--- src/rtl/router_1xn.sv ---
// 1-to-N framed packet router: input FSM, parity tracking, per-port FIFOs and idle-flush timers.
// Optional build macro ROUTER_PARITY_CHECK_EN enables the parity-byte compare onto err.
module router_1xn #(
    parameter int DATA_W  = 8,
    parameter int N_PORTS = 3,
    parameter int DEPTH   = 16,
    parameter int TIMEOUT = 30
) (
    input  logic                      clk,
    input  logic                      reset,
    input  logic                      pkt_valid,
    input  logic [DATA_W-1:0]         data_in,
    input  logic [N_PORTS-1:0]        read_enb,
    output logic [N_PORTS*DATA_W-1:0] data_out,
    output logic [N_PORTS-1:0]        vld_out,
    output logic                      busy,
    output logic                      err,
    output logic                      drop
);
    // state      | meaning
    // IDLE       | waiting for a header byte
    // WAIT_EMPTY | header held off until the destination FIFO drains
    // LOAD       | storing payload bytes, tracking parity
    // PARITY     | storing and checking the trailing parity byte
    // DROP       | discarding the rest of the current frame
    localparam int ADDR_W = $clog2(N_PORTS);
    localparam int LEN_W  = DATA_W - ADDR_W;
    localparam int AW     = $clog2(DEPTH);
    localparam int PTR_W  = AW + 1;
    localparam int TMR_W  = $clog2(TIMEOUT + 1);

    typedef enum logic [2:0] {IDLE, WAIT_EMPTY, LOAD, PARITY, DROP} state_t;

    state_t            state, state_next;
    logic [ADDR_W-1:0] dest, dest_next, wr_sel;
    logic [LEN_W-1:0]  count, count_next;
    logic [DATA_W-1:0] parity, parity_next;
    logic              err_set, drop_set, fsm_wr;

    logic [N_PORTS-1:0] empty, full, wr_en, rd_en, flush;

    logic [ADDR_W-1:0] hdr_dest;
    logic [LEN_W-1:0]  hdr_len;
    logic              hdr_bad;

    assign hdr_dest = data_in[ADDR_W-1:0];
    assign hdr_len  = data_in[DATA_W-1:ADDR_W];
    assign hdr_bad  = (int'(hdr_dest) >= N_PORTS);

    always_comb begin
        state_next  = state;
        dest_next   = dest;
        count_next  = count;
        parity_next = parity;
        err_set     = 1'b0;
        drop_set    = 1'b0;
        fsm_wr      = 1'b0;
        wr_sel      = dest;
        busy        = 1'b0;
        unique case (state)
            IDLE: begin
                if (pkt_valid) begin
                    if (hdr_bad) begin
                        state_next = DROP;
                        drop_set   = 1'b1;
                    end else if (empty[hdr_dest]) begin
                        fsm_wr      = 1'b1;
                        wr_sel      = hdr_dest;
                        dest_next   = hdr_dest;
                        parity_next = data_in;
                        count_next  = hdr_len;
                        state_next  = (hdr_len == '0) ? PARITY : LOAD;
                    end else begin
                        dest_next  = hdr_dest;
                        state_next = WAIT_EMPTY;
                    end
                end
            end
            WAIT_EMPTY: begin
                busy = 1'b1;
                if (empty[dest]) state_next = IDLE;
            end
            LOAD: begin
                busy = full[dest];
                if (flush[dest]) begin
                    state_next = DROP;
                    drop_set   = 1'b1;
                end else if (!pkt_valid) begin
                    state_next = IDLE;
                    err_set    = 1'b1;
                end else if (!full[dest]) begin
                    fsm_wr      = 1'b1;
                    parity_next = parity ^ data_in;
                    count_next  = count - LEN_W'(1);
                    if (count == LEN_W'(1)) state_next = PARITY;
                end
            end
            PARITY: begin
                busy = full[dest];
                if (flush[dest]) begin
                    state_next = DROP;
                    drop_set   = 1'b1;
                end else if (!pkt_valid) begin
                    state_next = IDLE;
                    err_set    = 1'b1;
                end else if (!full[dest]) begin
                    fsm_wr     = 1'b1;
                    state_next = IDLE;
`ifdef ROUTER_PARITY_CHECK_EN
                    err_set    = (data_in != parity);
`endif
                end
            end
            DROP: begin
                if (!pkt_valid) state_next = IDLE;
            end
            default: state_next = IDLE;
        endcase
    end

    always_ff @(posedge clk) begin
        if (reset) begin
            state  <= IDLE;
            dest   <= '0;
            count  <= '0;
            parity <= '0;
            err    <= 1'b0;
            drop   <= 1'b0;
        end else begin
            state  <= state_next;
            dest   <= dest_next;
            count  <= count_next;
            parity <= parity_next;
            err    <= err_set;
            drop   <= drop_set;
        end
    end

    for (genvar g = 0; g < N_PORTS; g++) begin : g_port
        logic [PTR_W-1:0]  wr_ptr, rd_ptr, wr_ptr_next, rd_ptr_next;
        logic [DATA_W-1:0] mem [DEPTH];
        logic [DATA_W-1:0] data_q;
        logic [TMR_W-1:0]  tmr;
        logic              vld_q, counting;

        assign wr_en[g]    = fsm_wr && (int'(wr_sel) == g);
        assign empty[g]    = (wr_ptr == rd_ptr);
        assign full[g]     = ((wr_ptr - rd_ptr) == PTR_W'(DEPTH));
        assign rd_en[g]    = read_enb[g] & vld_q;
        assign counting    = vld_q & ~read_enb[g];
        assign flush[g]    = counting && (tmr == TMR_W'(TIMEOUT - 1));
        assign wr_ptr_next = flush[g] ? '0 : wr_ptr + PTR_W'(wr_en[g]);
        assign rd_ptr_next = flush[g] ? '0 : rd_ptr + PTR_W'(rd_en[g]);

        assign vld_out[g]                   = vld_q;
        assign data_out[g*DATA_W +: DATA_W] = data_q;

        always_ff @(posedge clk) begin
            if (wr_en[g]) mem[wr_ptr[AW-1:0]] <= data_in;
        end

        // vld rises one cycle after the first write but drops on the edge that empties the FIFO
        always_ff @(posedge clk) begin
            if (reset) begin
                wr_ptr <= '0;
                rd_ptr <= '0;
                tmr    <= '0;
                vld_q  <= 1'b0;
                data_q <= '0;
            end else begin
                wr_ptr <= wr_ptr_next;
                rd_ptr <= rd_ptr_next;
                vld_q  <= ~empty[g] & (wr_ptr_next != rd_ptr_next);
                if (rd_en[g]) data_q <= mem[rd_ptr[AW-1:0]];
                if (!counting || flush[g]) tmr <= '0;
                else                       tmr <= tmr + TMR_W'(1);
            end
        end
    end
endmodule
--- config.mk ---
export PLATFORM = sky130hd
export DESIGN_NAME = router_1xn
export DESIGN_NICKNAME = d
export VERILOG_FILES = /design/src/rtl/router_1xn.sv
export SDC_FILE = /design/constraint.sdc
export NUM_CORES = 1
export LEC_CHECK = 0
export BUFFER_PORTS_ARGS = -buffer_cell sky130_fd_sc_hd__buf_2
export CAP_MARGIN = 20
export CORE_ASPECT_RATIO = 1.25
export CORE_MARGIN = 3
export CORE_UTILIZATION = 55
export CTS_CLUSTER_SIZE = 14
export DETAILED_ROUTE_END_ITERATION = 10
export MAX_ROUTING_LAYER = met4
export PLACE_DENSITY = 0.71
export RECOVER_POWER = 50
export SETUP_SLACK_MARGIN = 0.05
export SLEW_MARGIN = 25
export SYNTH_ARGS = -nofsm -noshare
export SYNTH_HDL_FRONTEND = slang
export SYNTH_SLANG_ARGS = --single-unit
--- constraint.sdc ---
create_clock -name clk -period 6.45 [get_ports clk]
set_input_delay 1.29 -clock clk [delete_from_list [all_inputs] [get_ports clk]]
set_output_delay 1.29 -clock clk [all_outputs]
set_load 0.1 [all_outputs]
Yosys cells after proc, flatten, opt, wreduce, memory -nomap -nowiden:

Memories as Yosys holds them, arrays and structs flattened. A register that Yosys moved wholly into a read port is not among the register bits.
Index checks and enable logic that the tools add are counted.

* flip-flop bits (word level): 61
* bits in writable memories: 384
* output and inout port bits: 30
* memories: 3

* add/subtract/negate cells: 13
* $lt $le $gt $ge: 3
* equality and inequality tests: 30
* muxes and demuxes: 58
* bitwise logic cells: 17
* reduce and logical (&&, ||, !) cells: 24

Memory list
* g_port[0].mem: depth 16, bits a word 8, rd ports 1, clocked after memory_dff 1, wr ports 1, line 141 `logic [DATA_W-1:0] mem [DEPTH];`
* g_port[1].mem: depth 16, bits a word 8, rd ports 1, clocked after memory_dff 1, wr ports 1, line 141
* g_port[2].mem: depth 16, bits a word 8, rd ports 1, clocked after memory_dff 1, wr ports 1, line 141

Operators with widths (number)
* $mux W6: 6
* $mux W3: 11
* $add A5 B1 Y5: 6
* $eq A5 B5 Y1 const B: 6
* $mux W5: 6
* $mux W1: 21
* $ne A2 B2 Y1 const B: 8
* $add A5 B1 Y5 const B: 3
* $eq A5 B5 Y1: 3
* $ne A5 B5 Y1: 3
* $pmux W3 S5: 1
* $sub A5 B5 Y5: 3
* $ne A4 B4 Y1 const B: 3
* $pmux W6 S2: 1
* $mux W2: 5
* $and A1 B1 Y1: 9
* $bmux W1 S2: 4
* $not A1 Y1: 8
* $reduce_or A2 Y1: 4
* $reduce_and A7 Y1: 1
* $eq A3 B2 Y1 const B: 2
* $eq A6 B1 Y1 const B: 1
* $logic_and A1 B1 Y1: 6
* $logic_not A6 Y1: 1
* 15 further kinds: 23

Depth between registers and ports, before layout:

* depth after elaboration: 13
* mapped depth: 20
* mapped depth without buffers: 17

Worst setup path after synthesis:

Ideal clock, no wire load.

* path kind: reg2out
* from: register g_port[2].rd_ptr[1]
* to: output port busy
* arrival: 4.371 ns
* required time: 5.160 ns
* path slack: 0.789 ns
* stages on the path, launching flop included: 11
* buffers on the path: 2
* path through: dfxtp_1 -> clkbuf_1 -> clkbuf_1 -> inv_1 -> ha_1 -> nand3b_1 -> nand2_1 -> or3_1 -> a2111oi_2 -> a311oi_4 -> o21ai_0

* longest elaborated chain between the ends: 5

RTL lines
* start: declaration: line 140 `logic [PTR_W-1:0] wr_ptr, rd_ptr, wr_ptr_next, rd_ptr_next;`
* start signal: assignment: line 172 `rd_ptr <= rd_ptr_next;`
* $sub A5 B5 Y5: line 148 `assign full[g] = ((wr_ptr - rd_ptr) == PTR_W'(DEPTH));`
* $eq A5 B5 Y1: line 148
* $bmux W1 S2: line 84, 99
* $mux W1 (not written as such): line 84, 99
* $pmux W1 S2: line 60 `unique case (state)`
* end: declaration: line 16 `output logic busy,`

No other way between the ends. The select of a mux whose other input is x is not followed.

Worst setup path in the final report:

* from: input port data_in[0]
* to: register g_port[0].vld_q

* longest elaborated chain between the ends: 12
* elaborated cells on any way between the ends: 17

RTL lines
* start: declaration: line 12 `input logic [DATA_W-1:0] data_in,`
* $bmux W1 S2: line 66 `end else if (empty[hdr_dest]) begin`
* $mux W1 (not written as such): line 66
* $mux W2: line 66
* $mux W2: line 63 `if (hdr_bad) begin`
* $mux W2: line 62 `if (pkt_valid) begin`
* $mux W2: line 60
* $logic_not A2 Y1: line 146 `assign wr_en[g] = fsm_wr && (int'(wr_sel) == g);`
* $logic_and A1 B1 Y1 *: line 146
* $add A5 B1 Y5 *: line 152 `assign wr_ptr_next = flush[g] ? '0 : wr_ptr + PTR_W'(wr_en[g]);`
* $mux W5 *: line 152
* $ne A5 B5 Y1 *: line 173 `vld_q <= ~empty[g] & (wr_ptr_next != rd_ptr_next);`
* $and A1 B1 Y1 *: line 173
* end signal: assignment: line 173
* end: declaration: line 144 `logic vld_q, counting;`

Mark *: on every way between the ends. The rest lies on a longest branch, timed or not. The select of a mux whose other input is x is not followed.
A chain may end at the register's enable or synchronous reset.

==> impl_metrics.yaml <==
sta:
  slew_viol_final: 406
  relSlewSlack_pct: -76.7
  fmax_ghz: 0.193
  finalSetupTns_ps: 0
  hold_viol_final: 0
  skew_ps: 15.3
  tightest_slew_ps: 2650
  setup_viol: 0
  layout_min_cycle_time_ps: 5190
  rsz0062_at_grt: "no"
  fin_crit_sh_pct: 80.4
outcome:
  status: "complete, but fails checks"
  violations: "capacitance limit, slew limit"
final_layout:
  final_common_cell: "edfxtp_1"
  area_growth_pct: 12.0
  final_nets: 1275
  drive_above_1_share_pct: 22.9
  final_cell_mix: "384 x edfxtp_1, 120 x mux4_2, 82 x dfxtp_1, 81 x nand2_1, 70 x nor2_1"
  final_core_util_pct: 63.2
  diodes: 0
logic_synthesis:
  synth-edff-count: 384
  netlist_area_um2: 19200
  synth_top_area_cell: "edfxtp_1"
  synth_ff_type: "edfxtp_1"
  synth_top_area_share_pct: 60.1
  ys.warnings.count: 0
  syn_avg_cell_area_um2: 16.9
  synth.area.top_cells: "edfxtp_1 60%, mux4_2 14%, dfxtp_1 8.9%"
  ys_types: 56
  ys_async_sr_fraction_pct: 0
  synth_nets: 1182
  seq_area_frac_synth_pct: 69.0
  synth_seq_cells: 469
  syn_inst: 1136
clock_tree:
  clock_path_buffers: 3
  clk_pin_slew_ps: 70
  tritoncts: "done"
  hold_buffers: 0
  clock_latency_ps: 550
  ctsResizeCount: 0
  cts_max_level: 2
  clock-sinks: 469
  cts_buffers: 44
  clock-root-buffer: "clkbuf_16"
  postCtsSetupBuffers: 0
routing:
  num_vias: 10086
  drt_iter0_drc: 971
  first_pass_iters: 5
  drc_errors: 0
  vias_per_cell: 5.84
  drtAntennaViolNets: 0
  wl_per_cell_um: 22.3
  wl_um: 38500
worst_setup_path:
  r2r_slack_ps: 2100
  slowest_delay_ps: 1580
  path_delay_family: "buffers and inverters"
  worst-path-max-fanout: 51
  crit_buf_inv: 3
  cp-end-kind: "flop"
  path_cells: "clkbuf_1 > clkbuf_1 > nor3b_1 > nor2_1 > nor2_2 > a41o_4 > o21ai_4 > inv_1 > ha_1 > ha_1 > xnor2_1 > xnor2_1 > nand3_1 > o311a_1"
  crit_type: "in -> reg"
  r2r-start: "g_port[2].rd_ptr[1]$_SDFF_PP0_"
  worst_setup_path_start_kind: "input pin"
  cp_slowest_cell: "clkbuf_1"
  startpoint: "data_in[0]"
  critPathRequiredTime_ps: 6890
  critPathArrivalTime_ps: 5620
grt:
  grt_pass1_wl_um: 60800
  grt_max_degree: 52
  grt_overflow: 0
  grt.total_usage_pct: 21.9
  antenna_found_initial: 0
  grt_pass1_vias: 10419
power:
  power_density_nw_per_um2: 290
  ir_drop_uv: 169
  leakage_nw: 6.96
placed_design:
  gp_congestion: 0.809
  dp_hpwl_um: 24100
  portBuffers: 43
min_path:
  min_from: "g_port[1].data_q[7]$_SDFFE_PP0P_"
  min_path_type: "reg -> reg"
die:
  die_w_um: 173
  die-area_um2: 37200
  std_cell_rows: 75
  start_util_pct: 56.5
  coreArea_um2: 34000
  io_pins: 44
  die-height_um: 215
flow_run:
  maxCapViolCount: 8
## worst paths after layout
kind	cells after the start	endpoint
max reg2reg	17	g_port[0].vld_q$_SDFF_PP0_
min	2	g_port[1].data_q[7]$_SDFFE_PP0P_
min reg2reg	2	g_port[1].data_q[7]$_SDFFE_PP0P_
max	14	g_port[0].vld_q$_SDFF_PP0_
## cell usage after synthesis (13+ instances only)
library cell	n
nand2_1	81
o21ai_0	13
clkbuf_1	31
xor2_1	23
inv_1	19
nand3_1	26
xnor2_1	33
mux4_2	120
nor2_1	70
nand2b_1	17
dfxtp_1	85
edfxtp_1	384
nor3_1	40
a21oi_1	40
ha_1	32
nor4_1	21
## cell families after synthesis
kind of cell / after synthesis / synth area share [%]
adders and majority gates: 32 / 2.09
AOI/OAI and AO/OA: 75 / 2.59
muxes: 123 / 14.3
and+or+nand+nor: 303 / 7.70
xor gates and xnor gates: 57 / 2.64
DFF: 469 / 69.0
buffers and inverters: 77 / 1.74
## per-layer routing
layer	wire [µm]	global-route usage (%)	vias up
met3	1700	3.14	62
li1	-	-	4616
met5	0	-	-
met1	16300	29.0	5191
met2	19700	36.0	217
met4	833	6.03	0
## registers in the layout, indices dropped and copies added, names as in the netlist, 2 cells and up
register,count
g_port.wr_ptr,15
g_port.tmr,15
g_port.rd_ptr,15
state,3
g_port.vld_q,3
count,6
dest,2
g_port.mem,384
g_port.data_q,24
## through the flow
stage          cell area [µm²]  setup WS (ps)  hold slack [ps]  power, mW  cells
6_report                 21500           1260              452       6.24   1726
2_1_floorplan            19200            789              433       3.74   1136
3_3_place_gp             20200           2060              441       3.87   1645
3_5_place_dp             20200           1940              446       3.88   1645
4_1_cts                  21500           1590              454       6.29   1726
5_1_grt                  21500            951              477       6.46   1726
## worst reg2reg max path, stage by stage (launching register included)
cell     delay (ps)
dfxtp_1         310
buf_4           440
inv_1           120
ha_1            310
nand2_1          80
or3_1           420
nor3b_1         300
nor2_1          120
nor2_2          270
nor3_1          130
o21ai_4         440
inv_1           100
ha_1            210
ha_1            200
xnor2_1         220
xnor2_1         150
nand3_1          90
o311a_1         330
## final cells by class
type | count | area, µm²
Multi-Input combinational cell | 590 | 5630
Clock inverter | 21 | 133
Fill cell | 2407 | 12500
Clock buffer | 60 | 1210
Inverter | 25 | 93.8
Sequential cell | 469 | 13200
Tap cell | 462 | 578
Timing Repair Buffer | 99 | 598
## power breakdown
group	total, mW	internal, mW	switching (mW)
combinational	0.452	0.156	0.296
sequential	3.36	3.32	0.0387
clock	2.42	1.36	1.06
total	6.24	4.84	1.40
No activity file was read; power rests on OpenSTA's default activity.
